==> config.mk <==
export PLATFORM = sky130hd
export DESIGN_NAME = wb_trace_capture
export DESIGN_NICKNAME = d
export VERILOG_FILES = /design/src/rtl/wb_trace_capture_pkg.sv /design/src/rtl/trace_fifo.sv /design/src/rtl/wb_trace_capture.sv
export SDC_FILE = /design/constraint.sdc
export NUM_CORES = 1
export LEC_CHECK = 0
export ABC_AREA = 1
export BUFFER_PORTS_ARGS = -buffer_cell sky130_fd_sc_hd__buf_2
export CORE_MARGIN = 2
export CORE_UTILIZATION = 35
export CTS_CLUSTER_DIAMETER = 120
export DETAILED_ROUTE_END_ITERATION = 10
export SLEW_MARGIN = 20
export SYNTH_ARGS = -nofsm -noshare
export SYNTH_HDL_FRONTEND = slang
export SYNTH_SLANG_ARGS = --single-unit
==> constraint.sdc <==
create_clock -name clk -period 12.49 [get_ports clk]
set_input_delay 1.8735 -clock clk [delete_from_list [all_inputs] [get_ports clk]]
set_output_delay 1.8735 -clock clk [all_outputs]
set_load 0.02 [all_outputs]
==> src/rtl/wb_trace_capture_pkg.sv <==
// Trace record layout shared by the write-back trace capture block.
// Record is packed {seq, pc, reg, value} with value in the low bits.
package wb_trace_capture_pkg;

  localparam int PC_W  = 32;
  localparam int REG_W = 5;
  localparam int VAL_W = 32;

  localparam int SEQ_W_DEFAULT = 16;

  // Bit offsets of each field inside the packed record. Seq sits on top,
  // so these do not depend on the sequence width.
  localparam int VAL_LSB = 0;
  localparam int REG_LSB = VAL_LSB + VAL_W;
  localparam int PC_LSB  = REG_LSB + REG_W;
  localparam int SEQ_LSB = PC_LSB + PC_W;

  function automatic int trace_rec_w(input int seq_w);
    return seq_w + PC_W + REG_W + VAL_W;
  endfunction

  localparam int TRACE_REC_W = trace_rec_w(SEQ_W_DEFAULT);

endpackage

==> src/rtl/trace_fifo.sv <==
// Synchronous FIFO with registered storage; head is read straight from
// the storage array so a write shows up at dout one cycle later.
module trace_fifo #(
  parameter int WIDTH = 85,
  parameter int DEPTH = 16
) (
  input  logic                     clk,
  input  logic                     rst,
  input  logic                     push,
  input  logic                     pop,
  input  logic [WIDTH-1:0]         din,
  output logic [WIDTH-1:0]         dout,
  output logic                     full,
  output logic                     empty,
  output logic [$clog2(DEPTH):0]   level
);

  localparam int AW = $clog2(DEPTH);
  localparam logic [AW:0] FULL_LVL = DEPTH[AW:0];

  logic [WIDTH-1:0] mem [DEPTH];
  logic [AW-1:0]    wr_ptr;
  logic [AW-1:0]    rd_ptr;
  logic [AW:0]      level_q;
  logic             do_push;
  logic             do_pop;

  assign empty   = (level_q == '0);
  assign full    = (level_q == FULL_LVL);
  assign do_pop  = pop & ~empty;
  assign do_push = push & (~full | do_pop);
  assign level   = level_q;
  assign dout    = mem[rd_ptr];

  // NOTE: sequential state uses non-blocking assignments so every register
  // samples the pre-edge values of the others, independent of block order.
  always_ff @(posedge clk) begin
    if (rst) begin
      wr_ptr  <= '0;
      rd_ptr  <= '0;
      level_q <= '0;
    end else begin
      if (do_push) wr_ptr <= wr_ptr + 1'b1;
      if (do_pop)  rd_ptr <= rd_ptr + 1'b1;
      case ({do_push, do_pop})
        2'b10:   level_q <= level_q + 1'b1;
        2'b01:   level_q <= level_q - 1'b1;
        default: level_q <= level_q;
      endcase
    end
  end

  // NOTE: the storage array is deliberately not reset; stale contents are
  // unreachable because the level counter marks them empty.
  always_ff @(posedge clk) begin
    if (do_push) mem[wr_ptr] <= din;
  end

endmodule

==> src/rtl/wb_trace_capture.sv <==
// Captures debug write-back events into a FIFO and streams tagged records
// to a trace sink. Define WB_TRACE_X0_FILTER_EN to ignore x0 writes.
module wb_trace_capture
  import wb_trace_capture_pkg::*;
#(
  parameter int DEPTH  = 16,
  parameter int SEQ_W  = 16,
  parameter int DROP_W = 16
) (
  input  logic                     clk,
  input  logic                     rst,
  input  logic                     capture_en,
  input  logic                     clear_stats,
  input  logic                     debug_wb_have_inst,
  input  logic [31:0]              debug_wb_pc,
  input  logic                     debug_wb_ena,
  input  logic [4:0]               debug_wb_reg,
  input  logic [31:0]              debug_wb_value,
  output logic                     trace_valid,
  input  logic                     trace_ready,
  output logic [SEQ_W-1:0]         trace_seq,
  output logic [31:0]              trace_pc,
  output logic [4:0]               trace_reg,
  output logic [31:0]              trace_value,
  output logic                     overflow,
  output logic [DROP_W-1:0]        drop_cnt,
  output logic [31:0]              inst_cnt,
  output logic [$clog2(DEPTH):0]   fifo_level
);

  localparam int REC_W = trace_rec_w(SEQ_W);

  logic             reg_ok;
  logic             wb_event;
  logic             pop;
  logic             accept;
  logic             drop;
  logic             fifo_full;
  logic             fifo_empty;
  logic [REC_W-1:0] rec_in;
  logic [REC_W-1:0] rec_out;

  logic [SEQ_W-1:0]  seq_q;
  logic              overflow_q;
  logic [DROP_W-1:0] drop_q;
  logic [31:0]       inst_q;

`ifdef WB_TRACE_X0_FILTER_EN
  assign reg_ok = (debug_wb_reg != 5'd0);
`else
  assign reg_ok = 1'b1;
`endif

  assign wb_event = capture_en & debug_wb_ena & reg_ok;
  assign pop      = trace_valid & trace_ready;
  assign accept   = wb_event & (~fifo_full | pop);
  assign drop     = wb_event & fifo_full & ~pop;
  assign rec_in   = {seq_q, debug_wb_pc, debug_wb_reg, debug_wb_value};

  trace_fifo #(
    .WIDTH (REC_W),
    .DEPTH (DEPTH)
  ) u_fifo (
    .clk   (clk),
    .rst   (rst),
    .push  (accept),
    .pop   (pop),
    .din   (rec_in),
    .dout  (rec_out),
    .full  (fifo_full),
    .empty (fifo_empty),
    .level (fifo_level)
  );

  // Fields read zero whenever nothing is queued, so reset and drain look alike.
  assign trace_valid = ~fifo_empty;
  assign trace_seq   = trace_valid ? rec_out[SEQ_LSB +: SEQ_W] : '0;
  assign trace_pc    = trace_valid ? rec_out[PC_LSB  +: PC_W]  : '0;
  assign trace_reg   = trace_valid ? rec_out[REG_LSB +: REG_W] : '0;
  assign trace_value = trace_valid ? rec_out[VAL_LSB +: VAL_W] : '0;

  always_ff @(posedge clk) begin
    if (rst) begin
      seq_q <= '0;
    end else if (wb_event) begin
      seq_q <= seq_q + 1'b1;
    end
  end

  // Statistics: clear_stats wins over any same-cycle increment or drop.
  always_ff @(posedge clk) begin
    if (rst || clear_stats) begin
      overflow_q <= 1'b0;
      drop_q     <= '0;
      inst_q     <= '0;
    end else begin
      if (drop) overflow_q <= 1'b1;
      if (drop && drop_q != '1) drop_q <= drop_q + 1'b1;
      if (capture_en && debug_wb_have_inst) inst_q <= inst_q + 32'd1;
    end
  end

  assign overflow = overflow_q;
  assign drop_cnt = drop_q;
  assign inst_cnt = inst_q;

endmodule

# [Word-level counts from Yosys, hierarchy flattened]
# Memories as Yosys holds them, arrays and structs flattened. A register that Yosys moved wholly into a read port is not among the register bits.
# Index checks and enable logic that the tools add are counted.
[totals] ff_bits=78 ramBits=1360 input_bits=76 out_inout_bits=140 memories=1
[memory_table] memory="u_fifo.mem" words=16 width=85 rd=1 rd_clocked_by_memory_dff=1 wr=1 line_no="trace_fifo.sv:21" rtl="logic [WIDTH-1:0] mem [DEPTH];"
[op_classes] add_sub_neg=7 n_eq_ne=4 mux=9 n_bitwise=12 n_reduce_logical=5
[ops] operator="32-bit two-way mux" count=2
[ops] operator="16-bit by 1-bit adder with 16-bit output (second input constant)" count=2
[ops] operator="32-bit by 1-bit adder with 32-bit output (second input constant)" count=1
[ops] operator="16-bit two-way mux" count=1
[ops] operator="16-bit inequality test (second input constant)" count=1
[ops] operator="5-bit one-hot mux with 2 select lines" count=1
[ops] operator="4-bit by 1-bit adder with 4-bit output (second input constant)" count=2
[ops] operator="4-bit two-way mux" count=2
[ops] operator="1-bit bitwise AND" count=7
[ops] operator="5-bit by 1-bit adder with 5-bit output (second input constant)" count=1
[ops] operator="5-bit equality test (second input constant)" count=1
[ops] operator="5-bit logical NOT" count=1
[ops] operator="5-bit two-way mux" count=1
[ops] operator="5-bit by 1-bit subtractor with 5-bit output (second input constant)" count=1
[ops] operator="1-bit inverter" count=3
[ops] operator="2-bit by 1-bit equality test with 1-bit output (second input constant)" count=1
[ops] operator="2-bit equality test (second input constant)" count=1
[ops] operator="1-bit logical AND" count=2
[ops] operator="1-bit two-way mux" count=2
[ops] operator="1-bit OR" count=2
[ops] operator="2-bit nonzero test" count=1
[ops] operator="1-bit logical OR" count=1

# [Depth between registers and ports, before layout]
[logic_depth] ltp_word=8 mapped_depth=17 ltp_nobuf=16

# [By module]
# A second synthesis with hierarchy kept.
[hier_totals] hier_cells=5121 area_unflattened_um2=60325.4
[by_module_without_submodules] mod="trace_fifo" n_inst=1 cells_per_inst=4416 area_each_um2=56276.5 seq_area_each_um2=41179.5
[by_module_without_submodules] mod="wb_trace_capture" n_inst=1 cells_per_inst=705 area_each_um2=4048.9 seq_area_each_um2=1301.2

# [Worst setup path before layout]
# Ideal clock, no wire load.
[synth_timing] path_kind="input-to-reg" from="input capture_en" to="memory u_fifo.mem[11][0] (enable)" arrival_time_ns=5.995 path_slack_ns=5.966 cell_stages=6 cell_sequence="nand2_1 > inv_2 > nand2_1 > nor2_1 > nand2_1 > nor2_1"
[synth_between] elab_chain_cells=5
[synth_rtl] item="start, declared" line_no="wb_trace_capture.sv:12" rtl="input logic capture_en,"
[synth_rtl] item="1-bit bitwise AND" line_no="wb_trace_capture.sv:54" rtl="assign wb_event = capture_en & debug_wb_ena & reg_ok;"
[synth_rtl] item="1-bit bitwise AND" line_no="wb_trace_capture.sv:56" rtl="assign accept = wb_event & (~fifo_full | pop);"
[synth_rtl] item="1-bit bitwise AND" line_no="trace_fifo.sv:31" rtl="assign do_push = push & (~full | do_pop);"
[synth_rtl] item="1-bit two-way mux" line_no="trace_fifo.sv:56" rtl="if (do_push) mem[wr_ptr] <= din;"
[synth_rtl] item="1-bit two-way mux (not written as such)" line_no="trace_fifo.sv:56"
[synth_rtl] item="end, declared" line_no="trace_fifo.sv:21"
# No other way between the ends.

==> impl_results.md <==
- Initial antenna violation count: 17
- Ports: around 220
- Worst r2r path cells: 8
- GRT overflow: 0
- Cell Count, Final, Fillers Out: 7519
- HPWL Detailed: just over 70000 um
- Vias in the first global route: about 38000
- Hold_buf cts: 0
- Worst slack, placed: 6229 ps
- FILL cells: between 15000 and 20000
- Initial DRT Pass Iterations: 5
- Starting Density: 0.3510
- WP buf/inv: 4
- Crit-path max cell delay: between 900 and 1000 ps
- CTS Root Cell: clkbuf_16
- Post-DRT Antenna Nets: 0
- Worst-Skew Late Latency: 790 ps
- PostCTS Resize Cnt: 0
- Drt initial violations: 3610
- Post-Synthesis Net Count: just over 5000
- CP Launch Type: flip-flop
- CTS tree: yes
- Clock sinks: 1442
- Mapped Area: between 50000 and 60000 um2
- Layout area overhead: 13.27%
- Fin nets: 5273
- Clock-pin slew on the worst setup and hold paths: approximately 60 ps
- Most frequent cells in the layout: edfxtp_1 (1360), nor2_1 (1229), nand2_1 (621)
- Die area: 170400 um2
- Placed Instances: 7236
- Synth unique cells: 33
- Pin count of the biggest net entering global routing: 264
- Slew Viols, Final: 0
- Core area: between 150000 and 200000 um2
- Drt drc: 0
- DR vias: ~39000
- Worst path slowest cell: buf_4
- Crit path depth: 8
- Min Tclk post-route: 7114 ps
- Final hold violations: 0
- Final WL: roughly 160000 um
- Sequential area share after synthesis: 0.7262
- Synth warn: 0
- Drt wl/cell: between 20 and 25 um
- FF-to-FF Start: u_fifo.level[2]
- CTS H-tree depth: 4
- Global Route Usage Sum: 0.1841
- CP Data Required Time: ~11000 ps
- Most common cell after layout, fill and taps aside: edfxtp_1
- Port bufs: 215
- FMAX: 140.6 MHz
- First-pass GRT wire length: 236300 um
- Layout cells sized above 1: 0.09569
- Arr. time, crit path: 5240 ps
- Hold path start: overflow
- Global placement routability congestion: slightly below 0.8
- Critical path cell sequence: buf_4, buf_4, buf_4, nand2_1, nand3_1, nand3_1, a21oi_1, buf_2
- Slew HR: 0.1460
- Crit path max-delay family: buffers and inverters
- Worst-path maximum fanout: a little under 80
- Die Span X: 412.8 um
- HP Class: reg2reg
- VDD IR max: approximately 0.16 mV
- TritonCTS Buffers: between 150 and 200
- Die H: about 410 um
- Clock buffer depth: 3
- Clock Skew: between 20 and 30 ps
- Max Cap Viol: 0
- Least-Margin Pin Slew: approximately 1300 ps
- CP most frequent cell: buf_4
- Tot Pwr: between 0.01 and 0.015 W
- Power Dens Cells: 192.7 nW/um2
- RSZ-0062 raised after global routing: no
- Mean area per synthesized cell: around 12 um2
- Fin crit share: 0.5696
- Setup slack after layout: ~5400 ps
- Leakage power: 22.86 nW
- Hold path depth: 2
- Setup Buffers After CTS: 0
- Gate Count Post-Synth: between 5000 and 6000
- Crit end category: primary output
- Seq cells post-synth: roughly 1400
- Hold WS: ~470 ps
- Post-route setup TNS: 0 ps
- Critical path type: reg2out
- Status: finished, final reports clean
- Post-DR vias/cell: between 5 and 6
- Final setup viols: 0
- Rows: 150
## Yosys cell counts
library cell | count | area (um2)
a21o_1 | 2 | 15.01
a21oi_1 | 128 | 640.6
and2_1 | 1 | 6.260
and3_1 | 1 | 6.260
buf_1 | 33 | 123.9
buf_2 | 97 | 485.5
buf_4 | 37 | 277.8
buf_6 | 28 | 315.3
buf_8 | 1 | 15.01
clkbuf_1 | 103 | 386.6
clkbuf_2 | 2 | 10.01
clkinv_1 | 2 | 7.510
clkinv_2 | 1 | 5.000
dfxtp_1 | 82 | 1642
edfxtp_1 | 1360 | 40840
ha_1 | 11 | 137.6
inv_1 | 106 | 397.9
inv_2 | 3 | 11.26
nand2_1 | 621 | 2331
nand2_2 | 1 | 6.260
nand3_1 | 530 | 2653
nand3b_1 | 1 | 7.510
nand4_1 | 10 | 62.56
nor2_1 | 1245 | 4673
nor2_2 | 2 | 12.51
nor3_1 | 11 | 55.05
nor3b_1 | 2 | 15.01
o211ai_1 | 30 | 225.2
o21ai_0 | 327 | 1637
o21ai_1 | 271 | 1356
o21bai_1 | 2 | 15.01
xnor2_1 | 5 | 43.79
xor2_1 | 9 | 78.83
## final cells by class
cell class | count | area [um2] | share of cell area
Inverter | 112 | 459.2 | 0.006931
Sequential cell | 1442 | 42500 | 0.6414
Clock buffer | 201 | 4174 | 0.06300
Tap cell | 2204 | 2758 | 0.04162
Timing Repair Buffer | 268 | 1565 | 0.02363
Multi-Input combinational cell | 3210 | 14100 | 0.2128
Clock inverter | 76 | 689.4 | 0.01041
Antenna cell | 6 | 15.01 | 0.0002266
## layer usage
layer	wire length, um	global-route usage	part of all wire	up-vias
met5	59	0	0.00037	-
met3	10770	0.03323	0.068	231
met2	75140	0.3024	0.47	1314
met1	70130	0.2504	0.44	18970
met4	3278	0.05047	0.021	10
li1	-	-	-	17980
## registers in the layout, indices dropped and copies added, names as in the netlist, named ones only
name           count
drop_cnt          16
u_fifo.mem      1360
overflow           1
u_fifo.wr_ptr      4
inst_cnt          32
u_fifo.level       5
u_fifo.rd_ptr      4
seq_q             16
## logic make-up after synthesis
group / count (synthesis) / synth area share
buf+inv: 413 / 0.03480
compound gates: 760 / 0.06648
xor+xnor: 14 / 0.002096
fa+ha+maj: 11 / 0.002353
flops: 1442 / 0.7262
simple gates: 2425 / 0.1680
## where the power goes
part / internal, W / switching (W)
Sequential: 0.00533 / 0.0000685
Clock: 0.00253 / 0.00189
Combinational: 0.000795 / 0.00216
## stage by stage
stage | util | instance area (um2)
final | 0.3975 | 66250
after detailed placement | 0.3682 | 61370
after global placement | 0.3682 | 61370
after floorplan | - | 58490
after CTS | 0.3974 | 66230
after global routing | 0.3975 | 66250
## tightest hold or removal path, cell delays in order, from the launching register on
cell and delay [ps]:
dfxtp_1 310, nand2_1 60, a21oi_1 50
## worst paths after layout
check        slack, ps                 to
max reg2reg       8510  u_fifo.mem[6][53]
max               5380     trace_value[7]
min                470           overflow
min reg2reg        470           overflow
No activity file was read; power rests on OpenSTA's default activity.
